<file path="src/rtl/ram_arbiter.sv">
// ram_arbiter
//   Two-requester round-robin arbiter in front of a shared single-port-style
//   RAM with a registered 1-cycle read.
//
//   After reset the arbiter holds off all traffic while the RAM clears itself.
//   It then issues at most one RAM operation per cycle and returns read data
//   with a per-requester valid strobe.
//
// Ports
//   CLOCK             rising-edge clock for all logic
//   RST               synchronous active-high reset
//   READY             high once the RAM clear window has elapsed
//   REQx/WEx/ADDRx/WDATAx  requester x: request, write enable, address, write data
//   GNTx              combinational grant; request accepted at the edge where GNTx=1
//   RVALIDx           read data on RDATA belongs to requester x this cycle
//   RDATA             shared read data (straight from RAM_RD_DATA)
//   RAM_RST_N         RAM reset, ~RST
//   RAM_RD_EN/RAM_WR_EN, RAM_RD_ADDR/RAM_WR_ADDR, RAM_WR_DATA  registered RAM controls
//   RAM_RD_DATA       RAM read data
//
// state   | meaning
// --------+-----------------------------------------------------------
// ST_INIT | RAM clearing after reset; counting cycles, no grants
// ST_RUN  | normal operation; round-robin grants, one op per cycle

module ram_arbiter #(
    parameter int G_ADDR_WIDTH = 4,
    parameter int G_DATA_WIDTH = 8
) (
    input  logic                    CLOCK,
    input  logic                    RST,
    output logic                    READY,
    input  logic                    REQ0,
    input  logic                    REQ1,
    input  logic                    WE0,
    input  logic                    WE1,
    input  logic [G_ADDR_WIDTH-1:0] ADDR0,
    input  logic [G_ADDR_WIDTH-1:0] ADDR1,
    input  logic [G_DATA_WIDTH-1:0] WDATA0,
    input  logic [G_DATA_WIDTH-1:0] WDATA1,
    output logic                    GNT0,
    output logic                    GNT1,
    output logic                    RVALID0,
    output logic                    RVALID1,
    output logic [G_DATA_WIDTH-1:0] RDATA,
    output logic                    RAM_RST_N,
    output logic                    RAM_RD_EN,
    output logic                    RAM_WR_EN,
    output logic [G_ADDR_WIDTH-1:0] RAM_RD_ADDR,
    output logic [G_ADDR_WIDTH-1:0] RAM_WR_ADDR,
    output logic [G_DATA_WIDTH-1:0] RAM_WR_DATA,
    input  logic [G_DATA_WIDTH-1:0] RAM_RD_DATA
);

    localparam int INIT_CYCLES = 2**G_ADDR_WIDTH + 1;
    localparam int CNT_W       = $clog2(INIT_CYCLES + 1);
    localparam logic [CNT_W-1:0] INIT_LAST = CNT_W'(INIT_CYCLES);

    typedef enum logic {
        ST_INIT = 1'b0,
        ST_RUN  = 1'b1
    } state_t;

    state_t            state_q, state_d;
    logic [CNT_W-1:0]  init_cnt_q, init_cnt_d;
    logic              gnt0, gnt1;

    // ptr_q holds the index of the last granted requester; the other one wins a tie.
    logic              ptr_q;

    logic              tag1_valid_q, tag1_id_q;
    logic              tag2_valid_q, tag2_id_q;

    logic                    grant;
    logic                    sel_we;
    logic [G_ADDR_WIDTH-1:0] sel_addr;
    logic [G_DATA_WIDTH-1:0] sel_wdata;

    always_ff @(posedge CLOCK) begin
        if (RST) begin
            state_q    <= ST_INIT;
            init_cnt_q <= '0;
        end else begin
            state_q    <= state_d;
            init_cnt_q <= init_cnt_d;
        end
    end

    always_comb begin
        state_d    = state_q;
        init_cnt_d = init_cnt_q;
        gnt0       = 1'b0;
        gnt1       = 1'b0;
        case (state_q)
            ST_INIT: begin
                init_cnt_d = init_cnt_q + 1'b1;
                if (init_cnt_d == INIT_LAST) begin
                    state_d = ST_RUN;
                end
            end
            ST_RUN: begin
                gnt0 = REQ0 && (!REQ1 || ptr_q);
                gnt1 = REQ1 && (!REQ0 || !ptr_q);
            end
            default: begin
                state_d = ST_INIT;
            end
        endcase
    end

    assign grant     = gnt0 || gnt1;
    assign sel_we    = gnt1 ? WE1    : WE0;
    assign sel_addr  = gnt1 ? ADDR1  : ADDR0;
    assign sel_wdata = gnt1 ? WDATA1 : WDATA0;

    always_ff @(posedge CLOCK) begin
        if (RST) begin
            ptr_q        <= 1'b1;
            RAM_RD_EN    <= 1'b0;
            RAM_WR_EN    <= 1'b0;
            RAM_RD_ADDR  <= '0;
            RAM_WR_ADDR  <= '0;
            RAM_WR_DATA  <= '0;
            tag1_valid_q <= 1'b0;
            tag1_id_q    <= 1'b0;
            tag2_valid_q <= 1'b0;
            tag2_id_q    <= 1'b0;
        end else begin
            RAM_RD_EN <= 1'b0;
            RAM_WR_EN <= 1'b0;
            if (grant) begin
                ptr_q       <= gnt1;
                RAM_WR_EN   <= sel_we;
                RAM_RD_EN   <= !sel_we;
                RAM_RD_ADDR <= sel_addr;
                RAM_WR_ADDR <= sel_addr;
                RAM_WR_DATA <= sel_wdata;
            end
            // Stage1 lines up with the RAM read enable, stage2 with the RAM's registered data.
            tag1_valid_q <= grant && !sel_we;
            tag1_id_q    <= gnt1;
            tag2_valid_q <= tag1_valid_q;
            tag2_id_q    <= tag1_id_q;
        end
    end

    assign READY     = (state_q == ST_RUN);
    assign GNT0      = gnt0;
    assign GNT1      = gnt1;
    assign RVALID0   = tag2_valid_q && !tag2_id_q;
    assign RVALID1   = tag2_valid_q && tag2_id_q;
    assign RDATA     = RAM_RD_DATA;
    assign RAM_RST_N = !RST;

endmodule

</file>
<file path="config.mk">
export PLATFORM = sky130hd
export DESIGN_NAME = ram_arbiter
export DESIGN_NICKNAME = d
export VERILOG_FILES = /design/src/rtl/ram_arbiter.sv
export SDC_FILE = /design/constraint.sdc
export NUM_CORES = 1
export LEC_CHECK = 0
export ABC_AREA = 1
export BUFFER_PORTS_ARGS = -buffer_cell sky130_fd_sc_hd__buf_2
export CORE_MARGIN = 8
export CORE_UTILIZATION = 45
export CTS_BUF_LIST = sky130_fd_sc_hd__clkbuf_2 sky130_fd_sc_hd__clkbuf_4 sky130_fd_sc_hd__clkbuf_8
export DETAILED_ROUTE_END_ITERATION = 8
export PLACE_DENSITY = 0.81
export SYNTH_ARGS = -nofsm -noshare
export SYNTH_HDL_FRONTEND = slang
export SYNTH_SLANG_ARGS = --single-unit
export TNS_END_PERCENT = 1
</file>
<file path="constraint.sdc">
create_clock -name CLOCK -period 2 [get_ports CLOCK]
set_input_delay 0.4 -clock CLOCK [delete_from_list [all_inputs] [get_ports CLOCK]]
set_output_delay 0.4 -clock CLOCK [all_outputs]
set_load 0.02 [all_outputs]
</file>
==> results of run 1 <==
[cells in the final DEF, fill, tap and decap left out, drive strengths merged]
cell      instances
nand2            54
o211ai            1
buf              54
inv              29
clkbuf            3
o21ai            15
nor2             22
a21oi             5
clkinvlp          1
ha                2
dfxtp            25
nand3             6
nand4             2
and2              2
[worst max-delay path, cell delays in order (launching register included)]
cell and delay, ps:
dfxtp_1 620, nand2_1 140, a21oi_1 160, buf_2 180
[path summary, 6_finish.rpt]
kind,start,end,cells after the start
max,READY$_SDFF_PP0_,GNT0,3
min,WDATA1[7],RAM_WR_DATA[7]$_SDFFE_PP0P_,3
max reg2reg,READY$_SDFF_PP0_,RAM_WR_DATA[4]$_SDFFE_PP0P_,5
min reg2reg,tag1_valid_q$_SDFF_PP0_,tag2_valid_q$_SDFF_PP0_,2
[area by class of cell]
| cell class | instances | area share |
|---|---|---|
| clock inverter | 1 | 0.00517 |
| tap | 31 | 0.0267 |
| sequential | 25 | 0.345 |
| timing repair buffer | 54 | 0.188 |
| clock buffer | 3 | 0.0155 |
| inverter | 29 | 0.0749 |
| multi-input combinational | 109 | 0.345 |
[routing by layer]
metal / routed length [µm] / global-route usage
met1: 1060 / 0.133
met5: 0 / 0
met2: 1300 / 0.180
met3: 240 / 0.0210
met4: 27 / 0.0409
[per-stage QoR]
stage	hold WS, ps	utilization	std cells
after global placement	393	0.530	248
after floorplan	388	-	180
after global routing	309	0.541	252
after CTS	324	0.541	252
after detailed placement	396	0.530	248
final	330	0.541	252
[logic make-up (layout without fill, tap and decap cells)]
logic type               Yosys count  count (layout)  synth area share
adder cells (fa/ha/maj)            2               2            0.0201
AND/OR/NAND/NOR                   86              86             0.287
buffers and inverters             46              87             0.195
flip-flops                        25              25             0.402
AO/OA/AOI/OAI                     21              21            0.0955
[report_power, final]
group / internal (mW) / leakage, nW / switching [mW]
sequential: 0.503 / 0.202 / 0.00617
combinational: 0.0352 / 0.624 / 0.0368
clock: 0.0761 / 0.0139 / 0.150
total: 0.614 / 0.840 / 0.193
[state kept, by name (all words and copies together) (netlist names)]
signal	cells
RAM_WR_DATA	8
init_cnt_q	5
RAM_WR_ADDR	4
RAM_RD_EN	1
RAM_WR_EN	1
READY	1
ptr_q	1
tag1_id_q	1
tag1_valid_q	1
tag2_id_q	1
tag2_valid_q	1
==> out/metrics.cfg, run 1 <==
[clock_tree]
cts_root_buf = clkbuf_4
clkTransAtPathRegs_ps = 140
cts_tree = done
h-tree-depth = 1
ctsResizeCount = 0
clockBufferDepth = 2
ctsHoldBuffers = 0
cts_setup_buffers = 0
clock_latency_ps = 310
cts.sink_count = 25
cts_inserted_buffers = 3

[floorplanning]
initial_core_util = 0.463
die_w_um = 68.6
dieArea_mm2 = 0.00471
die_h_um = 68.6
core_mm2 = 0.00269
rows = 19
ios = 70

[place]
io_buffers = 53
dp_hpwl_um = 2120
gp_congestion = 0.911
placedInstanceArea_mm2 = 0.00142
place_ws_ps = 420

[critical_path]
worstPathRequired_ps = 1600
cp_data_arrival_time_ps = 1410
endpoint_kind = output port
r2r_slack_ps = 460
startpoint_type = flop
crit_fanout = 13
critPathKind = reg -> out

[finish]
final_layout_size_suffix_gt1_frac = 0.299
multi_input_area_um2 = 502
fin_nets = 262
fill_cells = 269
seqCellArea_um2 = 500
area_growth_pct = 16.7
postLayoutCellArea_mm2 = 0.00145
diodes = 0

[routing]
wl_per_cell_um = 10.4
first_iter_violations = 64
routed_via_density = 4.40
postRouteAntennaNets = 0
detail_route.first_pass.iterations = 4
routed_wl_um = 2630
route.detailed.drc = 0
num_vias = 1110

[power]
max-vdd-ir-drop_v = 0.000401
power.density_mw_per_mm2 = 556
p_leak_nw = 0.840
total_power_mw = 0.808

[sta]
tns_ps = 0
fmax_mhz = 552
slew-limit-headroom = 0.511
min_period_ps = 1810
worst_pin_slew_ps = 731
period_share = 0.906
final-hold-violation-count = 0
rsz0062_at_grt = false
clock_skew_ps = 3.72
slew_violations = 0
fin_ws_ps = 188
finalSetupViolCount = 0

[run_status]
outcome = finished, final reports clean

[run]
maxCapViolations = 0

[yosys]
synth_cell_types = 19
syn_inst = 180
synth_warnings = 0
async_reset_ff_frac = 0
synth_top_area_cell = dfxtp_1
synth_area_per_cell_um2 = 6.92
synth.area.top_cells = dfxtp_1 40%, nand2_1 16%, inv_1 8.1%
ys_ff_latch = 25
synthesis.nets = 220
synth.top_cell.area_share = 0.402
ys_seq_area_frac = 0.402
syn-cell-area_mm2 = 0.00124
synth_edf_count = 0
synth_most_common_cell = nand2_1
ys.flop_type = dfxtp_1
synth_common_cells = 52 x nand2_1, 27 x inv_1, 25 x dfxtp_1, 22 x nor2_1, 12 x buf_4

[global_route]
grt_use_total = 0.108
gr-total-overflow = 0
grt_pass1_vias = 977
grt_max_degree = 28
grt_pass1_wl_um = 4060
antenna_found_initial = 0

[min_path]
hold_class = in -> reg

No activity file was read; power rests on OpenSTA's default activity.
==> inputs of run 2 (changes only) <==
- CORE_UTILIZATION: 45 -> 31
- PLACE_DENSITY: 0.81 -> default
==> run 2 against run 1 <==
Net effect:
- non-clock buffer count is the same
- cell area grew 2.9%
- global-route usage shrank 1.6 points
- clock skew grew 0.80 ps
- sequential cell count is the same
- core utilization shrank 16 points
- setup slack gained 81 ps
- largest cell class unchanged
- clock-buffer cell count is the same
- fmax grew 4.7%
- register-to-register slack lost 20 ps
==> out/metrics.cfg, run 2 (synthesized netlist as in run 1, its figures left out) <==
[global_route]
grt_pass1_wl_um = 4730
grt_max_degree = 22
grt_pass1_vias = 1069
grt_use_total = 0.0919
gr-total-overflow = 0
antenna_found_initial = 0

[finish]
reg_top3 = RAM_WR_DATA x8, init_cnt_q x5, RAM_WR_ADDR x4
final_cell_mix = 53 x buf_2, 52 x nand2_1, 27 x inv_1
fin_nets = 262
largest_reg_flops = 8
final_common_cell = buf_2
diodes = 0
final_layout_size_suffix_gt1_frac = 0.299
top_register = RAM_WR_DATA
postLayoutCellArea_mm2 = 0.00150
area_growth_pct = 20.1

[run_status]
outcome = finished, final reports clean

[power]
p_leak_nw = 0.848
power.density_mw_per_mm2 = 598
max-vdd-ir-drop_v = 0.000288

[critical_path]
worstPathCellList = nand3_4, inv_1, buf_2
crit_family = flip-flops
slowest_delay_ps = 600
critPathKind = reg -> out
cp_data_arrival_time_ps = 1330
startpoint_type = flop
worst_path_max_delay_cell = dfxtp_1
worstPathRequired_ps = 1600
endpoint_kind = output port
cp_num_buf_inv = 2
crit_fanout = 13

[clock_tree]
cts_inserted_buffers = 3
ctsResizeCount = 0
clock_latency_ps = 270
cts.sink_count = 25
cts_setup_buffers = 0
h-tree-depth = 1
clkTransAtPathRegs_ps = 90
ctsHoldBuffers = 0
clockBufferDepth = 2
cts_tree = done
cts_root_buf = clkbuf_8

[floorplanning]
initial_core_util = 0.316
core_mm2 = 0.00394
die_w_um = 79.4
die_h_um = 79.4
dieArea_mm2 = 0.00630
ios = 70
rows = 23

[sta]
rsz0062_at_grt = false
clock_skew_ps = 4.52
holdWs_ps = 369
final-hold-violation-count = 0
slew_violations = 0
worst_pin_slew_ps = 766
period_share = 0.865
tns_ps = 0
finalSetupViolCount = 0
slew-limit-headroom = 0.487
min_period_ps = 1730
fmax_mhz = 578

[routing]
postRouteAntennaNets = 0
routed_via_density = 4.14
routed_wl_um = 2910
route.detailed.drc = 0
wl_per_cell_um = 10.7
num_vias = 1123
detail_route.first_pass.iterations = 4
first_iter_violations = 28

[place]
io_buffers = 53
gp_congestion = 0.814
placedInstanceArea_mm2 = 0.00145
dp_hpwl_um = 2320

[run]
maxCapViolations = 0

[min_path]
hold_class = in -> reg

==> run 2: final cells by class <==
| class | count | area, µm² |
|---|---|---|
| fill | 429 | 2450 |
| timing repair buffer | 54 | 273 |
| multi-input combinational | 109 | 502 |
| tap | 50 | 62.6 |
| sequential | 25 | 500 |
| clock buffer | 3 | 41.3 |
| clock inverter | 1 | 7.51 |
| inverter | 29 | 109 |
==> run 2: metal layers <==
layer | track usage | routed length (µm) | vias to the layer above
met5 | 0 | 0 | -
met4 | 0.0537 | 53 | 0
met2 | 0.157 | 1420 | 33
met1 | 0.102 | 1250 | 474
met3 | 0.0214 | 185 | 4
li1 | - | - | 612
==> run 2: power breakdown <==
part	leakage, nW	internal [mW]	total [mW]	switching [mW]
combinational	0.624	0.0354	0.0731	0.0378
clock	0.0217	0.141	0.312	0.171
sequential	0.202	0.502	0.509	0.00608
total	0.848	0.679	0.894	0.215
==> run 2: per-stage QoR <==
| stage | utilization | std cells | setup WS, ps | total power [mW] |
|---|---|---|---|---|
| 2_1_floorplan | - | 180 | 649 | 0.578 |
| 3_3_place_gp | 0.367 | 267 | 442 | 0.592 |
| 3_5_place_dp | 0.367 | 267 | 410 | 0.594 |
| 4_1_cts | 0.379 | 271 | 251 | 0.907 |
| 5_1_grt | 0.379 | 271 | 137 | 0.940 |
| 6_report | 0.379 | 271 | 269 | 0.894 |
==> run 2: path summary, 6_finish.rpt <==
check	from	cells past startpoint	slack [ps]	end
max	READY$_SDFF_PP0_	3	270	GNT1
min	WDATA1[7]	3	370	RAM_WR_DATA[7]$_SDFFE_PP0P_
max reg2reg	READY$_SDFF_PP0_	5	440	RAM_WR_DATA[4]$_SDFFE_PP0P_
min reg2reg	tag1_id_q$_SDFF_PP0_	2	400	tag2_id_q$_SDFF_PP0_
==> run 2: worst register-to-register path: stages, from the launching register on <==
cell     delay [ps]
dfxtp_1         450
nand2_1         160
nand2_2          80
nor2_1          590
nand2_1         140
o21ai_2          90
